==> src/rtl/game_controller_if.sv <==
`default_nettype none
// ---------------------------------------------------------------------------
// game_controller_if : control, status and board-read signals of the game
// Rev 1.0
// ---------------------------------------------------------------------------
interface game_controller_if;
  logic       start;
  logic       drop;
  logic [2:0] col_sel;
  logic [2:0] rd_row;
  logic [2:0] rd_col;
  logic [1:0] rd_data;
  logic [1:0] state;
  logic [1:0] game_status;
  logic       move_ack;
  logic       move_reject;
  logic       busy;

  modport master (
    output start, drop, col_sel, rd_row, rd_col,
    input  rd_data, state, game_status, move_ack, move_reject, busy
  );

  modport slave (
    input  start, drop, col_sel, rd_row, rd_col,
    output rd_data, state, game_status, move_ack, move_reject, busy
  );
endinterface
`default_nettype wire

==> src/rtl/game_controller.sv <==
`default_nettype none
// ---------------------------------------------------------------------------
// game_controller : Connect-4 sequencer with board store, move validation
//                   and a one-neighbour-per-cycle win/tie checker
// Rev 1.0
// ---------------------------------------------------------------------------
module game_controller #(
  parameter int ROWS    = 6,
  parameter int COLS    = 7,
  parameter int WIN_LEN = 4
) (
  input  logic             clk,
  input  logic             reset,
  game_controller_if.slave bus
);
  typedef enum logic [1:0] {
    GAME_INIT = 2'b00,
    P1_TURN   = 2'b01,
    P2_TURN   = 2'b10,
    END_GAME  = 2'b11
  } state_t;

  localparam int                CELLS   = ROWS * COLS;
  localparam logic [2:0]        ROWS_U  = ROWS[2:0];
  localparam logic [2:0]        COLS_U  = COLS[2:0];
  localparam logic [2:0]        WIN_U   = WIN_LEN[2:0];
  localparam logic [5:0]        CELLS_U = CELLS[5:0];
  localparam logic signed [4:0] ROWS_S  = {2'b00, ROWS_U};
  localparam logic signed [4:0] COLS_S  = {2'b00, COLS_U};

  state_t            r_state;
  logic [1:0]        r_status;
  logic              r_ack;
  logic              r_rej;
  logic              r_busy;
  logic [1:0]        r_board [ROWS][COLS];
  logic [2:0]        r_height [COLS];
  logic [5:0]        r_moves;
  logic signed [4:0] r_pr, r_pc, r_cr, r_cc;
  logic [1:0]        r_dir;
  logic              r_neg;
  logic [2:0]        r_run;

  logic [1:0]        w_code, w_nb, w_rd;
  logic              w_start_ok, w_in_play, w_col_ok, w_full;
  logic              w_in_bounds, w_match, w_win_step;
  logic [2:0]        w_sel_h, w_run_nx;
  logic signed [4:0] w_dr, w_dc, w_nr, w_nc;

  always_comb begin
    w_code     = (r_state == P2_TURN) ? 2'b10 : 2'b01;
    w_start_ok = bus.start && (r_state == GAME_INIT || r_state == END_GAME);
    w_in_play  = (r_state == P1_TURN) || (r_state == P2_TURN);
    w_col_ok   = bus.col_sel < COLS_U;
    w_sel_h    = w_col_ok ? r_height[bus.col_sel] : 3'd0;
    w_full     = (w_sel_h == ROWS_U);

    // Positive sense of each direction; the negative sense mirrors it.
    w_dr = 5'sd0;
    w_dc = 5'sd0;
    case (r_dir)
      2'd0:    begin w_dr = 5'sd0; w_dc = 5'sd1;  end
      2'd1:    begin w_dr = 5'sd1; w_dc = 5'sd0;  end
      2'd2:    begin w_dr = 5'sd1; w_dc = 5'sd1;  end
      default: begin w_dr = 5'sd1; w_dc = -5'sd1; end
    endcase
    if (r_neg) begin
      w_dr = -w_dr;
      w_dc = -w_dc;
    end
    w_nr        = r_cr + w_dr;
    w_nc        = r_cc + w_dc;
    w_in_bounds = (w_nr >= 5'sd0) && (w_nr < ROWS_S) && (w_nc >= 5'sd0) && (w_nc < COLS_S);
    w_nb        = 2'b00;
    if (w_in_bounds) w_nb = r_board[w_nr[2:0]][w_nc[2:0]];
    w_match     = w_in_bounds && (w_nb == w_code);
    w_run_nx    = r_run + 3'd1;
    w_win_step  = w_match && (w_run_nx >= WIN_U);

    w_rd = 2'b00;
    if (bus.rd_row < ROWS_U && bus.rd_col < COLS_U) w_rd = r_board[bus.rd_row][bus.rd_col];
  end

  assign bus.rd_data     = w_rd;
  assign bus.state       = r_state;
  assign bus.game_status = r_status;
  assign bus.move_ack    = r_ack;
  assign bus.move_reject = r_rej;
  assign bus.busy        = r_busy;

  always_ff @(posedge clk or posedge reset) begin
    if (reset) begin
      r_state  <= GAME_INIT;
      r_status <= 2'b00;
      r_ack    <= 1'b0;
      r_rej    <= 1'b0;
      r_busy   <= 1'b0;
      r_moves  <= 6'd0;
      r_pr     <= 5'sd0;
      r_pc     <= 5'sd0;
      r_cr     <= 5'sd0;
      r_cc     <= 5'sd0;
      r_dir    <= 2'd0;
      r_neg    <= 1'b0;
      r_run    <= 3'd1;
      for (int c = 0; c < COLS; c++) begin
        r_height[c] <= 3'd0;
        for (int r = 0; r < ROWS; r++) r_board[r][c] <= 2'b00;
      end
    end else begin
      r_ack <= 1'b0;
      r_rej <= 1'b0;
      if (w_start_ok) begin
        r_state  <= P1_TURN;
        r_status <= 2'b00;
        r_moves  <= 6'd0;
        for (int c = 0; c < COLS; c++) begin
          r_height[c] <= 3'd0;
          for (int r = 0; r < ROWS; r++) r_board[r][c] <= 2'b00;
        end
      end else if (r_busy) begin
        if (w_win_step) begin
          r_busy   <= 1'b0;
          r_state  <= END_GAME;
          r_status <= w_code;
        end else if (w_match) begin
          r_run <= w_run_nx;
          r_cr  <= w_nr;
          r_cc  <= w_nc;
        end else if (!r_neg) begin
          r_neg <= 1'b1;
          r_cr  <= r_pr;
          r_cc  <= r_pc;
        end else if (r_dir != 2'd3) begin
          r_dir <= r_dir + 2'd1;
          r_neg <= 1'b0;
          r_run <= 3'd1;
          r_cr  <= r_pr;
          r_cc  <= r_pc;
        end else begin
          r_busy <= 1'b0;
          if (r_moves == CELLS_U) begin
            r_state  <= END_GAME;
            r_status <= 2'b11;
          end else begin
            r_state <= (r_state == P1_TURN) ? P2_TURN : P1_TURN;
          end
        end
      end else if (bus.drop && w_in_play) begin
        if (!w_col_ok || w_full) begin
          r_rej <= 1'b1;
        end else begin
          r_board[w_sel_h][bus.col_sel] <= w_code;
          r_height[bus.col_sel]         <= w_sel_h + 3'd1;
          r_moves <= r_moves + 6'd1;
          r_ack   <= 1'b1;
          r_busy  <= 1'b1;
          r_pr    <= {2'b00, w_sel_h};
          r_pc    <= {2'b00, bus.col_sel};
          r_cr    <= {2'b00, w_sel_h};
          r_cc    <= {2'b00, bus.col_sel};
          r_dir   <= 2'd0;
          r_neg   <= 1'b0;
          r_run   <= 3'd1;
        end
      end
    end
  end
endmodule
`default_nettype wire
==> src/flat_wrapper.sv <==
// flat-port wrapper written by rule: the top's interface ports become plain ports
module game_controller_flat 
#(
  parameter int ROWS    = 6,
  parameter int COLS    = 7,
  parameter int WIN_LEN = 4
)
  (clk, reset, bus_start, bus_drop, bus_col_sel, bus_rd_row, bus_rd_col, bus_rd_data, bus_state, bus_game_status, bus_move_ack, bus_move_reject, bus_busy);
  game_controller_if bus_i ();
  input  logic clk;
  input  logic reset;
  input wire logic [$bits(bus_i.start)-1:0] bus_start;
  input wire logic [$bits(bus_i.drop)-1:0] bus_drop;
  input wire logic [$bits(bus_i.col_sel)-1:0] bus_col_sel;
  input wire logic [$bits(bus_i.rd_row)-1:0] bus_rd_row;
  input wire logic [$bits(bus_i.rd_col)-1:0] bus_rd_col;
  output wire logic [$bits(bus_i.rd_data)-1:0] bus_rd_data;
  output wire logic [$bits(bus_i.state)-1:0] bus_state;
  output wire logic [$bits(bus_i.game_status)-1:0] bus_game_status;
  output wire logic [$bits(bus_i.move_ack)-1:0] bus_move_ack;
  output wire logic [$bits(bus_i.move_reject)-1:0] bus_move_reject;
  output wire logic [$bits(bus_i.busy)-1:0] bus_busy;
  assign bus_i.start = bus_start;
  assign bus_i.drop = bus_drop;
  assign bus_i.col_sel = bus_col_sel;
  assign bus_i.rd_row = bus_rd_row;
  assign bus_i.rd_col = bus_rd_col;
  assign bus_rd_data = bus_i.rd_data;
  assign bus_state = bus_i.state;
  assign bus_game_status = bus_i.game_status;
  assign bus_move_ack = bus_i.move_ack;
  assign bus_move_reject = bus_i.move_reject;
  assign bus_busy = bus_i.busy;
  game_controller #(.ROWS(ROWS), .COLS(COLS), .WIN_LEN(WIN_LEN)) u_core (.clk(clk), .reset(reset), .bus(bus_i));
endmodule
==> config.mk <==
export PLATFORM = sky130hd
export DESIGN_NAME = game_controller_flat
export DESIGN_NICKNAME = d
export VERILOG_FILES = /design/src/rtl/game_controller_if.sv /design/src/rtl/game_controller.sv /design/src/flat_wrapper.sv
export SDC_FILE = /design/constraint.sdc
export NUM_CORES = 1
export LEC_CHECK = 0
export CORE_UTILIZATION = 65
export CTS_CLUSTER_DIAMETER = 50
export DETAILED_ROUTE_END_ITERATION = 10
export DONT_BUFFER_PORTS = 1
export PLACE_DENSITY = 0.81
export RECOVER_POWER = 25
export SYNTH_ARGS = -nofsm -noshare
export SYNTH_HDL_FRONTEND = slang
export SYNTH_SLANG_ARGS = --single-unit
==> constraint.sdc <==
create_clock -name clk -period 6.15 [get_ports clk]
set_clock_uncertainty 0.2 [all_clocks]
set_input_delay 1.23 -clock clk [delete_from_list [all_inputs] [get_ports clk]]
set_output_delay 1.23 -clock clk [all_outputs]
set_load 0.005 [all_outputs]
==> run metrics <==
run status=complete, but fails checks; failing checks=capacitance limit, slew limit; crit path launch type=flop; syn_nets=954; maxcap violations=1; Final min period=5260 ps; Synth Warn #=0; PortBufs=0; Post-CTS Repair Setup Buffers=0; H-tree depth=4; CP endpoint kind=flop; number of fillers in the final layout=927; fraction of registers with async set/reset=100%; peak supply drop=0.447 mV; period utilization=85.5%; DIE AREA=13400 sq um; first-pass GRT wire length=36300 um; antenna violations before repair=0; core box area=12600 sq um; # DRC=0; Clock Tree Buf Depth=2; hold_buf cts=0; Syn Area/Cell=9.16 sq um; Post-CTS Resized=0; post-synth cell types=71; largest net degree at the start of global routing=97; layout cells sized above 1=10.9%; area grow syn2layout=7.07%; Hold/Removal Path Class=flop to flop; Die X=116 um; Critical Path AT=5360 ps; Post-Layout Cell Count=1060; synthesis-stage register bit count=140; endpoints failing hold=0; Post-Syn Instances=920; Antenna Cells=0; vias per inst=6.83; RD Place Congestion=0.956; measured slew at the worst slew-check pin=3590 ps; fin. max-slew vios=97; Mapped Area=8430 sq um; Main synth FF type=dfrtp_1; Nets=909; Fmax achieved=190 MHz; detailed placement HPWL=14600 um; # clock sinks=140; Setup TNS Final=0 ps; Worst-path clk slew=60 ps; P per Cell Area=426 nW/um^2; post-synthesis sequential area ratio=41.6%; # setup viols final=0; RSZ-0062 raised after global routing=false; total grt overflow=0; number of flops mapped to enable cells by yosys=0; Initial DRT Pass Iterations=7; leakage power=4.10 nW; overall fraction of global-route tracks in use=35.8%; Die Span Y=116 um; Placed Cells=1028; per-cell routed wire length=20.9 um; vias in the first global route=7017; critical path class=flop to flop; Ports=22; Root Driver=clkbuf_16; DRT antenna net count=0; CTS tree=built; Final Routed Wirelength=22200 um; WP data required=6250 ps; Max-slew headroom=-140%; Initial DRC Count=911; clk_lat worst skew=430 ps; crit path max fanout=22; Num CTS Buffers=17; Rows=41; Initial Util=66.8%; Via Count=7237
kinds of logic after synthesis:
family	share of synthesized area [%]
simple gates	18.8
compound gates	16.6
flops	41.6
buf+inv	4.99
mux	13.1
fa+ha+maj	3.21
xor+xnor	1.71
synth_stat cells (5+ instances only):
master	count	area share, %
dfrtp_1	139	41
nand2_1	107	4.8
nor2_1	107	4.8
a21oi_1	76	4.5
clkbuf_1	65	2.9
nand3_1	59	3.5
o21ai_0	55	3.3
mux2i_1	38	4.5
inv_1	28	1.2
mux4_2	28	7.5
ha_1	20	3.0
o22ai_1	17	1.3
a311oi_1	16	1.7
nor3_1	9	0.53
o211ai_1	8	0.71
o31ai_1	8	0.71
xor2_1	8	0.83
and3_1	7	0.52
nor4_1	7	0.52
buf_2	6	0.36
nor2b_1	6	0.45
or3_1	6	0.45
or3b_2	6	0.62
mux2_2	5	0.67
placed cells by master, fill, tap and decap left out, types with 12 or more instances in the layout:
master,count
o21ai_0,55
inv_1,28
nor2_1,106
o22ai_1,17
a21oi_1,76
buf_4,12
a311oi_1,16
ha_1,19
mux4_2,28
clkbuf_16,17
dfrtp_1,139
nand2_1,107
mux2i_1,38
nand3_1,59
sequential cells by signal (all words and copies together), names as in the netlist:
signal,flops
u_core.bus.busy,1
u_core.r_board,84
u_core.r_pc,3
u_core.r_pr,3
u_core.bus.move_reject,1
u_core.r_cr,5
u_core.r_moves,6
u_core.r_dir,2
u_core.bus.move_ack,1
u_core.bus.state,2
u_core.r_cc,5
u_core.r_run,3
u_core.r_height,21
u_core.r_neg,1
u_core.bus.game_status,2
power breakdown:
part           internal, mW  switching [mW]
clock network         0.605           0.419
registers              1.04           0.115
logic                 0.598            1.07
total                  2.24            1.60
per-stage QoR:
step | total power, mW | utilization (%) | instance area [sq um] | setup WS, ps | hold WS, ps
3_3_place_gp | 2.72 | 66.9 | 8440 | 1200 | 262
5_1_grt | 4.05 | 71.5 | 9020 | 629 | 318
4_1_cts | 3.82 | 71.5 | 9030 | 984 | 288
6_report | 3.84 | 71.5 | 9020 | 890 | 282
2_1_floorplan | 2.43 | - | 8430 | 969 | 246
3_5_place_dp | 2.79 | 66.9 | 8440 | 1010 | 272
layer usage:
metal / share of wire (%) / GRT usage, % / wire length, um
met5: 0 / 0 / 0
met4: 2.7 / 12.4 / 597
met3: 9.1 / 9.41 / 2030
met2: 48 / 56.4 / 10600
met1: 40 / 48.3 / 8960
final timing paths:
path	startpoint	end	slack, ps	cells after the start
max reg2reg	u_core.r_dir[1]	u_core.r_cr[3]	890	14
min in group asynchronous	reset	u_core.r_height[2]	1850	1
min	u_core.r_pr[2]	u_core.r_pr[2]	280	2
min reg2reg	u_core.r_pr[2]	u_core.r_pr[2]	280	2
max	u_core.r_dir[1]	u_core.r_cr[3]	890	14
max in group asynchronous	reset	u_core.r_board[83]	1840	2
critical path, stage by stage (launching register included):
cell and delay [ps]:
dfrtp_1 410, inv_1 110, ha_1 250, inv_1 60, ha_1 1040, buf_4 320, mux4_2 500, mux2i_1 270
nor2_1 120, nor4_1 280, a211o_1 250, or4_1 340, a21oi_4 160, nor3_4 430, mux2_1 370
cell type report:
type,count,area [sq um],area share [%]
multi-input cells,674,4510,50.0
flip-flops and latches,140,3500,38.8
clock buffers,18,429,4.76
well taps,172,215,2.38
clock inverters,14,158,1.75
inverters,30,113,1.25
repair buffers,12,90.1,0.998
No activity file was read; power rests on OpenSTA's default activity.
